<file path="src/rtl/rapid_pkg.sv">
// Shared types and constants for the rapid pipeline front end.
// Holds the IF state encoding and the IF-to-decode payload.
package rapid_pkg;

    localparam int          IF_XLEN      = 32;
    localparam logic [31:0] RESET_VECTOR = 32'h0000_0000;
    localparam int          WORD_WIDTH   = 4;
    localparam logic [31:0] NOP_INSTR    = 32'h0000_0013;

    typedef enum logic [1:0] {
        FETCH = 2'd0,
        WAIT  = 2'd1,
        NEXT  = 2'd2,
        HALT  = 2'd3
    } IF_state_t;

    typedef struct packed {
        logic [IF_XLEN-1:0] pc;
        logic [IF_XLEN-1:0] instr;
    } if_id_s;

endpackage

</file>
<file path="src/rtl/rapid_fetch.sv">
// Instruction-fetch stage: one outstanding word fetch, redirect/halt sequencing,
// and a valid/ready output register toward decode.
module rapid_fetch
    import rapid_pkg::*;
#(
    parameter int              XLEN     = IF_XLEN,
    parameter logic [XLEN-1:0] RESET_PC = RESET_VECTOR,
    parameter int              PC_STEP  = WORD_WIDTH
) (
    input  logic            clk,
    input  logic            reset,
    output logic            imem_req_valid,
    input  logic            imem_req_ready,
    output logic [XLEN-1:0] imem_req_addr,
    input  logic            imem_resp_valid,
    input  logic [XLEN-1:0] imem_resp_data,
    input  logic            redirect_valid,
    input  logic [XLEN-1:0] redirect_pc,
    input  logic            halt_req,
    output logic            if_valid,
    input  logic            if_ready,
    output logic [XLEN-1:0] if_pc,
    output logic [XLEN-1:0] if_instr,
    output logic [1:0]      if_state
);

    IF_state_t       state_q, state_d;
    logic [XLEN-1:0] pc_q, pc_d;
    logic            squash_q, squash_d;
    logic            out_valid_q, out_valid_d;
    if_id_s          out_q, out_d;

    logic            req_fire;
    logic [XLEN-1:0] redirect_aligned;
    logic [XLEN-1:0] pc_next;

    // Reset gates the request so nothing is issued while the state register reloads.
    assign imem_req_valid   = (state_q == FETCH) && !halt_req && !reset;
    assign imem_req_addr    = {pc_q[XLEN-1:2], 2'b00};
    assign req_fire         = imem_req_valid && imem_req_ready;
    assign redirect_aligned = {redirect_pc[XLEN-1:2], 2'b00};
    assign pc_next          = pc_q + XLEN'(PC_STEP);

    assign if_valid = out_valid_q;
    assign if_pc    = out_q.pc;
    assign if_instr = out_q.instr;
    assign if_state = state_q;

    always_comb begin
        // NOTE: every next-state signal takes its hold value first, so no path
        // through the case statements can leave one unassigned and infer a latch.
        state_d     = state_q;
        pc_d        = pc_q;
        squash_d    = squash_q;
        out_valid_d = out_valid_q;
        out_d       = out_q;

        if (redirect_valid) begin
            // A redirect kills the presented instruction even if decode takes it now.
            pc_d        = redirect_aligned;
            out_valid_d = 1'b0;
            unique case (state_q)
                FETCH: begin
                    if (req_fire) begin
                        squash_d = 1'b1;
                        state_d  = WAIT;
                    end else begin
                        state_d  = FETCH;
                    end
                end
                WAIT: begin
                    if (imem_resp_valid) begin
                        squash_d = 1'b0;
                        state_d  = FETCH;
                    end else begin
                        squash_d = 1'b1;
                    end
                end
                default: state_d = FETCH;
            endcase
        end else begin
            if (out_valid_q && if_ready) begin
                out_valid_d = 1'b0;
            end
            unique case (state_q)
                FETCH: begin
                    if (req_fire) begin
                        state_d = WAIT;
                    end else if (halt_req) begin
                        state_d = HALT;
                    end
                end
                WAIT: begin
                    if (imem_resp_valid) begin
                        if (squash_q) begin
                            squash_d = 1'b0;
                            state_d  = halt_req ? HALT : FETCH;
                        end else begin
                            out_d.pc    = pc_q;
                            out_d.instr = imem_resp_data;
                            out_valid_d = 1'b1;
                            state_d     = NEXT;
                        end
                    end
                end
                NEXT: begin
                    if (out_valid_q && if_ready) begin
                        pc_d    = pc_next;
                        state_d = halt_req ? HALT : FETCH;
                    end
                end
                HALT: begin
                    state_d = HALT;
                end
                default: state_d = FETCH;
            endcase
        end
    end

    // NOTE: state is updated with non-blocking assignments and reset is sampled
    // on the clock edge, so every register sees the same pre-edge values.
    always_ff @(posedge clk) begin
        if (reset) begin
            state_q     <= FETCH;
            pc_q        <= RESET_PC;
            squash_q    <= 1'b0;
            out_valid_q <= 1'b0;
            out_q       <= '0;
        end else begin
            state_q     <= state_d;
            pc_q        <= pc_d;
            squash_q    <= squash_d;
            out_valid_q <= out_valid_d;
            out_q       <= out_d;
        end
    end

endmodule

</file>
<file path="config.mk">
export PLATFORM = sky130hd
export DESIGN_NAME = rapid_fetch
export DESIGN_NICKNAME = d
export VERILOG_FILES = /design/src/rtl/rapid_pkg.sv /design/src/rtl/rapid_fetch.sv
export SDC_FILE = /design/constraint.sdc
export NUM_CORES = 1
export LEC_CHECK = 0
export CAP_MARGIN = 0
export CELL_PAD_IN_SITES_DETAIL_PLACEMENT = 0
export CELL_PAD_IN_SITES_GLOBAL_PLACEMENT = 1
export CORE_MARGIN = 2
export CORE_UTILIZATION = 32
export CTS_CLUSTER_DIAMETER = 80
export DETAILED_ROUTE_END_ITERATION = 16
export GPL_TIMING_DRIVEN = 0
export PLACE_DENSITY = 0.89
export SLEW_MARGIN = 10
export SYNTH_ARGS = -nofsm -noshare
export SYNTH_HDL_FRONTEND = slang
export SYNTH_SLANG_ARGS = --single-unit
</file>
<file path="constraint.sdc">
create_clock -name clk -period 3.35 [get_ports clk]
set_clock_uncertainty 0.05 [all_clocks]
set_input_delay 0.5025 -clock clk [delete_from_list [all_inputs] [get_ports clk]]
set_output_delay 0.5025 -clock clk [all_outputs]
set_load 0.05 [all_outputs]
</file>
==> impl_metrics.yaml <==
setup_path:
  cp_max_fo: 10
  startpoint_type: "primary input"
  ff2ff_setup_slack_ns: 0.89
  worstPathArrival_ns: 2.39
  critical_path_required_ns: 2.80
  startpoint: "reset"
  reg2reg_from: "pc_q[2]"
  timing_worst_setup_path_type: "in2out"
  r2r-end: "pc_q[30]"
  worstRegToRegCells: 6
  crit_path_end_kind: "output pin"
place:
  place.gp.congestion: 0.787
  dp_cells: 848
  dpl.hpwl_um: 9810
  place_ws_ns: 0.415
  io_buffers: 163
timing:
  drv_slew: 0
  setup_violations: 0
  fmax_ghz: 0.339
  max_slew_margin: 0.419
  hold_violations: 0
  final.setup.worst_slack_ns: 0.403
  rsz0062_at_grt: "no"
  tightest_slew_ns: 0.866
  final.period_utilization: 0.880
  tns_ns: 0
  layout_min_cycle_time_ns: 2.95
yosys:
  yosys_register_bits: 96
  yosysMostFrequentCell: "nand2_1"
  synthCells: 510
  ys.flop_type: "dfxtp_1"
  synth_cell_type_count: 37
  synth_top_area_share: 0.476
  yosys.area.top_type: "dfxtp_1"
  synth_edf_count: 0
  seq_area_frac_synth: 0.476
  synth_area_per_cell_um2: 7.92
  yosysWarnings: 0
  syn_area_um2: 4040
  ys_top_cells_by_area: "dfxtp_1 (48%), nand2_1 (13%), a21oi_1 (9.3%), xnor2_1 (4.3%), clkbuf_1 (3.1%)"
  postSynth.asyncResetShare: 0
  yosys-top-cells-count: "nand2_1 (142), dfxtp_1 (96), a21oi_1 (75), clkbuf_1 (33), nor2_1 (32)"
detailed_routing:
  routed_wl_um: 13000
  route.detailed.drc: 0
  dr.pass1.iters: 4
  vias_per_cell: 4.84
  ant_nets: 0
  post_drt_wl_per_cell_um: 15.1
  drt_iter0_drc: 222
  vias: 4180
clock_network:
  worstSkewPairLatency_ns: 0.34
  cts-resized-gates: 0
  clock_tree.root_cell: "clkbuf_16"
  cts_setup_buffers: 0
  cts_made_buffers: 9
  cts_sinks: 96
  cts.clk_slew.worst_paths_ns: 0.06
  h-tree-depth: 3
  cts_buffer_depth: 2
  tritoncts: "built"
  ctsHoldBuffers: 0
floorplanning:
  fp.dieW_um: 116
  die_h_um: 116
  io_pins: 171
  fp.dieArea_um2: 13500
  start_util: 0.324
  core_um2: 12500
  rows: 41
global_routing:
  grt_max_degree: 16
  antenna_found_initial: 0
  grt_usage: 0.188
  grt_first_pass_wirelength_um: 19700
  overflow: 0
  grt_pass1_vias: 3914
hold_path:
  hp-class: "reg2reg"
  min_path_cells: 2
  worstHoldStart: "if_pc[31]"
  holdPathEnd: "if_pc[31]"
power:
  p_total_uw: 2740
  peakVddDrop_uv: 228
  power_leakage_uw: 0.00208
  powerDensity_nw_per_um2: 443
finish:
  final_cells: 864
  fillers: 1201
  diodes: 0
  finalNetCount: 759
  area_growth_pct: 53.2
  drive_above_1_share: 0.0376
run:
  drv_cap: 0
run_status:
  status: "finished, final reports clean"
[per-layer routing]
metal / vias up / GRT usage / wire length [um]
met5: - / 0 / 0
met4: 0 / 0.0508 / 158
met3: 13 / 0.0400 / 801
met2: 138 / 0.312 / 6170
met1: 1949 / 0.248 / 5890
li1: 2080 / - / -
[metrics by stage]
step | hold WS (ns) | utilization | cell area [um^2]
3_3_place_gp | 0.391 | 0.473 | 5900
5_1_grt | 0.418 | 0.496 | 6180
2_1_floorplan | 0.482 | - | 4050
6_report | 0.403 | 0.496 | 6180
4_1_cts | 0.405 | 0.496 | 6180
3_5_place_dp | 0.396 | 0.473 | 5900
[how the worst max path moves through the flow]
stage / to
6_report: imem_req_valid
5_1_grt: imem_req_valid
4_1_cts: imem_req_valid
3_5_place_dp: imem_req_valid
3_3_place_gp: if_instr[9]
2_1_floorplan: imem_req_valid
[state kept, by name, indices dropped and copies added (netlist names)]
signal	cells
if_valid	1
if_state	2
pc_q	30
if_pc	30
squash_q	1
if_instr	32
[power breakdown]
part	total, uW	internal [uW]	switching, uW	leakage [uW]
Sequential	1240	1190	53.9	0.000782
Clock	978	541	437	0.000141
Combinational	521	207	314	0.00116
Total	2740	1940	805	0.00208
[cells by family after synthesis]
logic type / share of synthesized area
and+or+nand+nor: 0.253
AOI/OAI and AO/OA: 0.155
DFF: 0.476
buffers and inverters: 0.0483
xor gates and xnor gates: 0.0477
muxes: 0.0152
adders and majority gates: 0.00310
other: 0.000929
[layout by cell type, fill, tap and decap left out, types with 4 or more instances in the layout]
cell	n
nor2_1	32
and4_1	4
nand4_1	6
xnor2_1	20
nor4_1	4
conb_1	4
dfxtp_1	96
mux2i_1	5
a21oi_1	75
buf_4	4
or3_1	7
nand3_1	6
clkbuf_16	9
o21ai_0	10
clkbuf_1	33
a211oi_1	13
nand2_1	142
nor2b_1	4
a311oi_1	5
clkdlybuf4s50_1	163
and3_1	5
nor3_1	10
inv_1	5
[layout make-up]
class,instances,area (um^2),share of cell area
buffer,39,176,0.0285
clock buffer,11,253,0.0409
clock inverter,5,31.3,0.00506
inverter,5,18.8,0.00303
multi-input combinational,373,1940,0.313
sequential,96,1920,0.311
tap,172,215,0.0348
timing repair buffer,163,1630,0.264
[worst max-delay path, stage by stage]
cell             delay, ns
clkdlybuf4s50_1       0.46
clkbuf_1              0.29
nor4_1                0.27
clkdlybuf4s50_1       0.87
Note: power is estimated with default switching activity, not from simulation.
